===== src/rtl/condicionador_entradas.sv =====
`default_nettype none
// ============================================================================
// Module      : condicionador_entradas
// Description : Input conditioning stage for the sequence game. The raw
//               buttons (botoes[3:0]) and the start button (jogar) each go
//               through a 2-FF synchroniser and a per-bit debounce counter.
//               A small FSM then turns the debounced button vector into a
//               single clean "jogada" event per press, and rejects presses
//               that involve more than one button.
//
// Ports       : clock          in   system clock, rising edge
//               reset          in   synchronous, active-high, clears all state
//               botoes[3:0]    in   raw buttons, asynchronous, active-high
//               jogar          in   raw start button, asynchronous, active-high
//               jogada_pulso   out  1-cycle pulse, valid single-button press
//               jogada_valor   out  one-hot value of the last accepted press
//               erro_multipla  out  1-cycle pulse, multi-button press seen
//               jogar_pulso    out  1-cycle pulse on debounced rise of jogar
//               db_botoes[3:0] out  debounced button vector
//               db_estado[3:0] out  FSM state code (0 solto, 1 press., 2 inv.)
//
// Revision    : 1.0 - initial release
// ============================================================================
module condicionador_entradas #(
    parameter int DEB_CICLOS = 50000,
    parameter int CNT_W      = 16
) (
    input  logic       clock,
    input  logic       reset,
    input  logic [3:0] botoes,
    input  logic       jogar,
    output logic       jogada_pulso,
    output logic [3:0] jogada_valor,
    output logic       erro_multipla,
    output logic       jogar_pulso,
    output logic [3:0] db_botoes,
    output logic [3:0] db_estado
);

    // Bits 3..0 are the game buttons, bit 4 is jogar.
    localparam int c_nbits = 5;

    // A debounced bit changes when its counter has already seen
    // DEB_CICLOS-1 mismatches and the current cycle is yet another one,
    // i.e. after DEB_CICLOS consecutive mismatching cycles.
    localparam logic [CNT_W-1:0] c_deb_lim = CNT_W'(DEB_CICLOS - 1);
    localparam logic [CNT_W-1:0] c_cnt_one = CNT_W'(1);

    localparam logic [1:0] c_solto       = 2'd0;
    localparam logic [1:0] c_pressionado = 2'd1;
    localparam logic [1:0] c_invalido    = 2'd2;

    logic [c_nbits-1:0] w_raw;
    logic [c_nbits-1:0] r_sync1;
    logic [c_nbits-1:0] r_sync2;
    logic [c_nbits-1:0] w_deb;

    logic               r_deb_jogar_q;
    logic               r_jogar_pulso;

    logic [1:0]         r_estado;
    logic               r_jogada_pulso;
    logic               r_erro_multipla;
    logic [3:0]         r_jogada_valor;

    logic [3:0]         w_d;
    logic               w_d_onehot;

    assign w_raw = {jogar, botoes};

    // ------------------------------------------------------------------
    // Two-stage synchroniser for all asynchronous inputs.
    // ------------------------------------------------------------------
    always_ff @(posedge clock) begin
        if (reset) begin
            r_sync1 <= '0;
            r_sync2 <= '0;
        end else begin
            r_sync1 <= w_raw;
            r_sync2 <= r_sync1;
        end
    end

    // ------------------------------------------------------------------
    // Independent debounce per bit. The counter only runs while the
    // synchronised value disagrees with the debounced one, so any glitch
    // shorter than DEB_CICLOS cycles resets it and never propagates.
    // The limit compare (>=) keeps the counter from ever wrapping.
    // ------------------------------------------------------------------
    generate
        for (genvar g = 0; g < c_nbits; g++) begin : g_debounce
            logic [CNT_W-1:0] r_cnt;
            logic             r_deb_bit;

            always_ff @(posedge clock) begin
                if (reset) begin
                    r_cnt     <= '0;
                    r_deb_bit <= 1'b0;
                end else if (r_sync2[g] == r_deb_bit) begin
                    r_cnt <= '0;
                end else if (r_cnt >= c_deb_lim) begin
                    r_deb_bit <= r_sync2[g];
                    r_cnt     <= '0;
                end else begin
                    r_cnt <= r_cnt + c_cnt_one;
                end
            end

            assign w_deb[g] = r_deb_bit;
        end
    endgenerate

    // ------------------------------------------------------------------
    // Start button: registered rising-edge detector on the debounced bit.
    // Independent of the button FSM, so it may coincide with jogada_pulso.
    // ------------------------------------------------------------------
    always_ff @(posedge clock) begin
        if (reset) begin
            r_deb_jogar_q <= 1'b0;
            r_jogar_pulso <= 1'b0;
        end else begin
            r_deb_jogar_q <= w_deb[4];
            r_jogar_pulso <= w_deb[4] & ~r_deb_jogar_q;
        end
    end

    // ------------------------------------------------------------------
    // Press-classification FSM on the debounced button vector.
    // ------------------------------------------------------------------
    assign w_d        = w_deb[3:0];
    assign w_d_onehot = (w_d != 4'd0) && ((w_d & (w_d - 4'd1)) == 4'd0);

    always_ff @(posedge clock) begin
        if (reset) begin
            r_estado        <= c_solto;
            r_jogada_pulso  <= 1'b0;
            r_erro_multipla <= 1'b0;
            r_jogada_valor  <= 4'd0;
        end else begin
            // Pulses are high for exactly the cycle after a transition.
            r_jogada_pulso  <= 1'b0;
            r_erro_multipla <= 1'b0;
            case (r_estado)
                c_solto: begin
                    if (w_d_onehot) begin
                        r_estado       <= c_pressionado;
                        r_jogada_pulso <= 1'b1;
                        r_jogada_valor <= w_d;
                    end else if (w_d != 4'd0) begin
                        // Two or more buttons became stable on the same
                        // cycle: treat as an invalid multiple press.
                        r_estado        <= c_invalido;
                        r_erro_multipla <= 1'b1;
                    end
                end
                c_pressionado: begin
                    if (w_d == 4'd0) begin
                        r_estado <= c_solto;
                    end else if (w_d != r_jogada_valor) begin
                        // Button added or swapped without a release; the
                        // already accepted value is kept.
                        r_estado        <= c_invalido;
                        r_erro_multipla <= 1'b1;
                    end
                end
                c_invalido: begin
                    if (w_d == 4'd0) begin
                        r_estado <= c_solto;
                    end
                end
                default: begin
                    r_estado <= c_solto;
                end
            endcase
        end
    end

    assign jogada_pulso  = r_jogada_pulso;
    assign jogada_valor  = r_jogada_valor;
    assign erro_multipla = r_erro_multipla;
    assign jogar_pulso   = r_jogar_pulso;
    assign db_botoes     = w_deb[3:0];
    assign db_estado     = {2'b00, r_estado};

endmodule
`default_nettype wire


===== config.mk =====
export PLATFORM = sky130hd
export DESIGN_NAME = condicionador_entradas
export DESIGN_NICKNAME = d
export VERILOG_FILES = /design/src/rtl/condicionador_entradas.sv
export SDC_FILE = /design/constraint.sdc
export NUM_CORES = 1
export LEC_CHECK = 0
export ABC_AREA = 1
export BUFFER_PORTS_ARGS = -buffer_cell sky130_fd_sc_hd__buf_2
export CAP_MARGIN = 5
export CORE_ASPECT_RATIO = 2
export CORE_UTILIZATION = 40
export CTS_CLUSTER_SIZE = 30
export DETAILED_ROUTE_END_ITERATION = 8
export GPL_TIMING_DRIVEN = 0
export PLACE_DENSITY_LB_ADDON = 0.05
export SYNTH_ARGS = -nofsm -noshare
export SYNTH_HDL_FRONTEND = slang
export SYNTH_SLANG_ARGS = --single-unit

===== constraint.sdc =====
create_clock -name clock -period 1.9 [get_ports clock]
set_clock_uncertainty 0.05 [all_clocks]
set_input_delay 0.19 -clock clock [delete_from_list [all_inputs] [get_ports clock]]
set_output_delay 0.19 -clock clock [all_outputs]
set_load 0.05 [all_outputs]

Word level (Yosys, flattened, before mapping)
Index checks and enable logic that the tools add are counted.
W data, S select, Z words.
{"block": "totals", "output_inout_bits": 15, "regBits": 105}
{"block": "classes", "reduce_logical": 18, "magnitude_cmp": 5, "n_addsub": 6, "muxes": 12, "bitwise": 9, "eq_ne": 11}
{"op": "$add A16 B1 Y16 const B", "count": 5}
{"op": "$ge A16 B16 Y1 const B", "count": 5}
{"op": "$reduce_or A3 Y1", "count": 5}
{"op": "$reduce_and A2 Y1", "count": 6}
{"op": "$mux W2", "count": 5}
{"op": "$logic_not A4 Y1", "count": 2}
{"op": "$not A1 Y1", "count": 7}
{"op": "$ne A3 B3 Y1 const B", "count": 2}
{"op": "$pmux W2 S3", "count": 1}
{"op": "$eq A1 B1 Y1", "count": 5}
{"op": "$mux W1", "count": 5}
{"op": "$and A4 B4 Y4", "count": 1}
{"op": "$ne A4 B4 Y1", "count": 1}
{"op": "$reduce_bool A4 Y1", "count": 1}
{"op": "$sub A4 B1 Y4 const B", "count": 1}
{"op": "$reduce_and A3 Y1", "count": 1}
{"op": "$eq A2 B1 Y1 const B", "count": 1}
{"op": "$eq A2 B2 Y1 const B", "count": 1}
{"op": "$logic_not A2 Y1", "count": 1}
{"op": "$ne A2 B2 Y1 const B", "count": 1}
{"op": "$pmux W1 S2", "count": 1}
{"op": "$reduce_or A2 Y1", "count": 1}
{"op": "$and A1 B1 Y1", "count": 1}
{"op": "$logic_and A1 B1 Y1", "count": 1}

Longest topological paths before layout
Gate-level depths: netlist of the first run.
{"block": "depth", "ltp_word": 6, "mapped_depth": 9, "depth_no_buf": 9}

Worst setup path after synthesis of the first run
No wires, ideal clock.
{"block": "synth_timing", "path_type": "reg2reg", "start": "reg g_debounce[2].r_cnt[0]", "end": "reg g_debounce[2].r_cnt[10]", "setup_slack_ns": 0.532, "setup_time_ns": 0.117, "synth_period_minus_slack_ns": 1.368, "n_path_buf": 1, "required_time_ns": 1.733, "path_stages_with_launch": 10, "arrival_time_ns": 1.201, "path_cell_list": "dfxtp_1 -> ha_1 -> nand3_2 -> nand2_1 -> nand2_1 -> nand2_1 -> nand2_2 -> nand4_4 -> buf_6 -> nor2_2"}
{"block": "synth_via", "elab_chain_len": 2, "word_cells_on_any_way": 3, "classes_between": "1 x add/sub; 1 x order compare; 1 x reduce/logical"}
{"element": "start, declared", "line": "92", "source": "logic [CNT_W-1:0] r_cnt;"}
{"element": "start signal, assigned", "line": "105", "source": "r_cnt <= r_cnt + c_cnt_one;"}
{"element": "$ge A16 B16 Y1", "line": "101", "source": "end else if (r_cnt >= c_deb_lim) begin"}
{"element": "$reduce_or A3 Y1 (no line)"}
Parallel ways exist; a longest one is shown, timed or not.
A chain may end at the register's enable or synchronous reset.

Worst setup path in the final report of the first run
{"block": "layout_timing", "start": "reg g_debounce[3].r_cnt[0]", "end": "reg g_debounce[3].r_cnt[4]"}
{"block": "layout_via", "elab_chain_len": 2, "word_cells_on_any_way": 3, "classes_between": "1 x add/sub; 1 x order compare; 1 x reduce/logical"}
{"element": "start, declared", "line": "92"}
{"element": "start signal, assigned", "line": "105"}
{"element": "$ge A16 B16 Y1", "line": "101"}
{"element": "$reduce_or A3 Y1 (no line)"}
Parallel ways exist; a longest one is shown, timed or not.

==> results of run 1 <==
-- cells in the mapped netlist --
cell | instances | area, sq um
inv_2 | 1 | 3.750
o21ai_0 | 10 | 50.05
nand2_2 | 3 | 18.77
nand4_1 | 13 | 81.33
nand2_1 | 144 | 540.5
inv_1 | 102 | 382.9
o21ai_1 | 1 | 5.000
xnor2_1 | 21 | 183.9
a21oi_2 | 1 | 8.760
conb_1 | 1 | 3.750
nand4_4 | 4 | 85.08
nand3_1 | 41 | 205.2
nor2_4 | 3 | 33.78
xor2_1 | 38 | 332.8
buf_6 | 3 | 33.78
a21oi_1 | 8 | 40.04
nor2_1 | 171 | 641.9
dfxtp_1 | 105 | 2102
ha_1 | 5 | 62.56
nand3b_1 | 1 | 7.510
o21bai_1 | 1 | 7.510
buf_1 | 1 | 3.750
nor3_2 | 3 | 30.03
nor3_1 | 6 | 30.03
nand4_2 | 1 | 12.51
nor2_2 | 10 | 62.56
nand3_2 | 5 | 50.05
buf_4 | 9 | 67.56
clkinv_2 | 1 | 5.000
buf_2 | 1 | 5.000
-- state kept, by name, indices dropped and copies added (netlist names) --
register	count
g_debounce.r_cnt	80
r_sync1	5
r_estado	2
erro_multipla	1
jogada_valor	4
r_sync2	5
g_debounce.r_deb_bit	5
jogar_pulso	1
jogada_pulso	1
r_deb_jogar_q	1
-- power by group --
part           switching (mW)  internal [mW]
Combinational          0.0506         0.0306
Clock                   0.851           1.17
Sequential            0.00705           2.21
Total                   0.909           3.41
-- kinds of logic after synthesis --
group / after synthesis / synth area share
and+or+nand+nor: 405 / 0.3530
buffers and inverters: 118 / 0.09842
DFF: 105 / 0.4124
xor gates and xnor gates: 59 / 0.1014
AOI/OAI and AO/OA: 21 / 0.02185
adders and majority gates: 5 / 0.01227
other: 1 / 0.0007357
-- tightest hold or removal path, cell delays in order --
cell and delay (ns):
buf_2 0.08, inv_1 0.04, nor2_1 0.07
-- layer usage --
layer  vias to the layer above  wire length, microns  GRT usage
li1                       2239                     -          -
met1                      1830                  4056     0.1628
met2                        47                  5697     0.3291
met3                        19                   244    0.02938
met4                         0                   277    0.08054
met5                         -                     0          0
-- metrics by stage --
stage | instance area, sq um | power (mW) | utilization
floorplan | 5101 | 2.327 | -
global placement | 5379 | 2.347 | 0.4309
detailed placement | 5379 | 2.348 | 0.4309
CTS | 5744 | 4.391 | 0.4602
global route | 5744 | 4.477 | 0.4602
finish | 5744 | 4.321 | 0.4602
-- cell usage in the layout, fill, tap and decap left out, types with 4 or more instances in the layout --
cell           count
nand3_1           41
o21ai_0           10
nand4_4            4
xor2_1            38
nor3_1             6
ha_1               5
nor2_2            10
a21oi_1            8
nor2_1           171
clkbuf_16          9
inv_1            102
nand4_1           13
dlygate4sd3_1      4
buf_2             19
xnor2_1           21
nand2_1          144
nand3_2            5
buf_4              9
dfxtp_1          105
-- cell type report --
type | count | area, sq um
Fill cell | 1310 | 6738
Multi-Input combinational cell | 492 | 2497
Sequential cell | 105 | 2102
Inverter | 104 | 391.6
Clock buffer | 9 | 225.2
Tap cell | 150 | 187.7
Timing Repair Buffer | 22 | 130.1
Buffer | 14 | 110.1
Clock inverter | 7 | 100.1
-- how the worst min path moves through the flow --
stage,start,to,slack [ns],depth (start not counted)
floorplan,botoes[0],r_sync1[0]$_SDFF_PP0_,0.25,2
global placement,jogar,r_sync1[4]$_SDFF_PP0_,0.34,3
detailed placement,r_sync1[4]$_SDFF_PP0_,r_sync2[4]$_SDFF_PP0_,0.34,2
CTS,botoes[0],r_sync1[0]$_SDFF_PP0_,0.01,3
global route,botoes[0],r_sync1[0]$_SDFF_PP0_,0.03,3
finish,botoes[0],r_sync1[0]$_SDFF_PP0_,0.02,3
-- repair_timing --
item	in CTS	in global routing
endpoints found under the hold margin	4	0
endpoints found under the setup margin	0	0
hold buffers	4	0
setup buffers	0	0
==> flow_summary.ini, run 1 <==
[worst_setup_path]
cpPeakStageDelay_ns = 0.33
path_depth = 9
reg2reg_slack_ns = 0.33
cp-end-kind = register
timing.rr.start = g_debounce[3].r_cnt[0]$_SDFF_PP0_
worstRegToRegCells = 9
cp_max_fo = 10
critical_path.top_delay_family = simple AND/OR/NAND/NOR gates
required_ns = 2.13
path_common_cell = nand2_1
r2r-end = g_debounce[3].r_cnt[4]$_SDFF_PP0_
critical_path_class = reg -> reg
cp-endpoint = g_debounce[3].r_cnt[4]$_SDFF_PP0_
worstPathArrival_ns = 1.80
cp_num_buf_inv = 1
cp_slowest_cell = dfxtp_1
start_kind = register
cp_cell_sequence = ha_1 -> nand3_2 -> nand2_1 -> nand2_1 -> nand2_1 -> nand2_2 -> nand4_2 -> buf_4 -> nor2_1
startpoint = g_debounce[3].r_cnt[0]$_SDFF_PP0_

[placement]
port-buffer-count = 18
pre_cts_slack_ns = 0.3112
gp_congestion = 0.8029
place_inst = 883
hpwlAfterDp_microns = 8091

[final_layout]
final_cells = 903
fin_nets = 760
drive_gt1_frac = 0.1049
syn2layout_area_growth_pct = 12.69
antenna_cells = 0

[routing]
drc = 0
drtIter0Drc = 126
vias = 4135
via_per_inst = 4.579
ant_nets = 0
routed_wl_microns = 10280
wl_per_cell_microns = 11.38
dr.pass1.iters = 4

[synth]
yosysSeqAreaShare = 0.4124
synth_cells = 714
syn-cell-area_sq_mm = 0.005097
ys_ff_latch = 105
synth_warnings = 0
synth_cell_types = 30
syn_avg_cell_area_sq_um = 7.139

[timing]
rsz0062_at_grt = no
hold_slack_ns = 0.02037
setup_violations = 0
final.min_clock_period_ns = 1.573
fmax_ghz = 0.6357
hold_viol_final = 0
fin_crit_sh = 0.8279
drv_slew = 0
setup_tns_ns = 0
fin_ws_ns = 0.3270

[cts]
clk_pin_slew_worst_paths_ns = 0.07
clockBufferDepth = 2
cts_root_buf = clkbuf_16
clock_latency_ns = 0.35
cts_buffers = 9
cts_sinks = 105
cts_tree = yes
cts_resized = 0
htree_levels = 3

[floorplanning]
row_count = 58
die_height_microns = 161.6
core_sq_mm = 0.01248
die_width_microns = 81.83
ios = 22
start_util = 0.4084
die_area_sq_mm = 0.01323

[hold_path]
holdCritPathClass = in -> reg

[pwr]
powerDensity_mw_per_mm2 = 752.2
ir_drop_v = 0.0004217
power.leakage_nw = 2.139

[global_routing]
grtUsageTotal = 0.1701
antenna_found_initial = 0
grt_pass1_wl_microns = 17370
grt_pass1_vias = 4140
grt-ovfl-total = 0
grt_start_max_net_pins = 19

[run]
drv_cap = 0

[status]
status = completed
Note: power is estimated with default switching activity, not from simulation.
==> inputs of run 2 (changes only) <==
==> constraint.sdc (replaced) <==
create_clock -name clock -period 1.4 [get_ports clock]
set_clock_uncertainty 0.05 [all_clocks]
set_input_delay 0.14 -clock clock [delete_from_list [all_inputs] [get_ports clock]]
set_output_delay 0.14 -clock clock [all_outputs]
set_load 0.05 [all_outputs]
==> flow_summary.ini, run 2 (synthesis results as in run 1) <==
[run]
drv_cap = 0

[cts]
clock_latency_ns = 0.35
cts_sinks = 105
cts_tree = yes
clk_pin_slew_worst_paths_ns = 0.07
cts_root_buf = clkbuf_16
clockBufferDepth = 2
htree_levels = 3
cts_buffers = 9

[floorplanning]
core_sq_mm = 0.01248
row_count = 58
die_area_sq_mm = 0.01323
ios = 22
start_util = 0.4084
die_height_microns = 161.6
die_width_microns = 81.83

[final_layout]
largest_reg_flops = 80
final_cell_mix = nand2_1 (128), nor2_1 (112), inv_1 (100)
drive_gt1_frac = 0.2982
syn2layout_area_growth_pct = 32.13
final_cells = 938
final_util = 0.5396
top_register = g_debounce.r_cnt
antenna_cells = 0
fin_nets = 795
final_common_cell = nand2_1

[routing]
via_per_inst = 4.717
wl_per_cell_microns = 12.30
dr.pass1.iters = 4
vias = 4425
routed_wl_microns = 11530
drtIter0Drc = 120
ant_nets = 0
drc = 0

[global_routing]
grt_start_max_net_pins = 19
antenna_found_initial = 0
grt-ovfl-total = 0
grt_pass1_vias = 4215
grtUsageTotal = 0.1757
grt_pass1_wl_microns = 17890

[hold_path]
hold_end = r_estado[1]$_SDFFE_PP0P_
holdCritPathClass = in -> reg
whs_path_depth = 2
min-delay-start = reset

[placement]
pre_cts_slack_ns = -0.1888
place_inst = 883
gp_congestion = 0.8029
hpwlAfterDp_microns = 8091
port-buffer-count = 18

[worst_setup_path]
start_kind = register
required_ns = 1.63
cp-end-kind = register
timing.rr.start = g_debounce[3].r_cnt[0]$_SDFF_PP0_
cp_max_fo = 7
r2r-end = g_debounce[3].r_cnt[3]$_SDFF_PP0_
worstPathArrival_ns = 1.64
cpPeakStageDelay_ns = 0.36
cp_slowest_cell = dfxtp_4
critical_path_class = reg -> reg
critical_path.top_delay_family = simple AND/OR/NAND/NOR gates
cp_num_buf_inv = 1
worstRegToRegCells = 9
reg2reg_slack_ns = -0.01
cp_cell_sequence = ha_4 -> nand3_4 -> nand2_2 -> nand2_1 -> nand2_1 -> nand2_2 -> nand4_4 -> buf_6 -> nor2_1

[timing]
setup_tns_ns = -0.01826
final.min_clock_period_ns = 1.410
setup_violations = 3
fin_ws_ns = -0.01047
fmax_ghz = 0.7090
fin_crit_sh = 1.007
rsz0062_at_grt = yes
hold_viol_final = 0
drv_slew = 0

[pwr]
ir_drop_v = 0.0005647
power.leakage_nw = 2.462
powerDensity_mw_per_mm2 = 878.5
power_mw = 5.917

[status]
violations = setup timing
status = complete, but fails checks
run 2: report_power, final:
| group | internal, mW | switching [mW] | total (mW) |
|---|---|---|---|
| registers | 2.99 | 0.0123 | 3.00 |
| logic | 0.0742 | 0.0972 | 0.171 |
| clock network | 1.59 | 1.15 | 2.74 |
run 2: worst max path at each step:
stage                                       from                            endpoint  slack, ns  depth (start not counted)
6_report       g_debounce[3].r_cnt[0]$_SDFF_PP0_   g_debounce[3].r_cnt[3]$_SDFF_PP0_      -0.01                          9
3_3_place_gp   g_debounce[3].r_cnt[0]$_SDFF_PP0_   g_debounce[3].r_cnt[9]$_SDFF_PP0_      -0.15                          9
5_1_grt        g_debounce[2].r_cnt[0]$_SDFF_PP0_  g_debounce[2].r_cnt[11]$_SDFF_PP0_      -0.09                          9
3_5_place_dp   g_debounce[3].r_cnt[0]$_SDFF_PP0_   g_debounce[3].r_cnt[1]$_SDFF_PP0_      -0.19                          9
2_1_floorplan  g_debounce[2].r_cnt[0]$_SDFF_PP0_  g_debounce[2].r_cnt[10]$_SDFF_PP0_       0.03                          9
4_1_cts        g_debounce[3].r_cnt[1]$_SDFF_PP0_  g_debounce[3].r_cnt[13]$_SDFF_PP0_      0.002                          9
run 2: metal layers:
layer	part of all wire	vias up	GRT usage
met5	0	-	0
met4	0.028	0	0.08214
met3	0.022	22	0.02994
met2	0.58	59	0.3415
met1	0.37	2030	0.1674
li1	-	2314	-
run 2: what timing repair did:
item | in CTS | in global routing
cloned | 3 | 2
setup endpoints to repair | 73 | 91
pin swaps | 6 | 17
setup buffers | 16 | 13
hold endpoints to repair | 5 | 0
hold buffers | 5 | 0
resized for setup | 41 | 160
run 2: cell type report:
type / count / area (sq um)
inverter: 104 / 391.6
tap: 150 / 187.7
fill: 1203 / 5747
multi-input combinational: 492 / 3059
clock buffer: 9 / 225.2
timing repair buffer: 57 / 484.2
clock inverter: 7 / 100.1
sequential: 105 / 2150
buffer: 14 / 137.6
run 2: through the flow:
stage,hold slack [ns],cell area (sq um)
2_1_floorplan,0.1970,5101
3_3_place_gp,0.2922,5379
3_5_place_dp,0.2968,5379
4_1_cts,0.03811,6043
5_1_grt,0.05317,6735
6_report,0.04366,6735
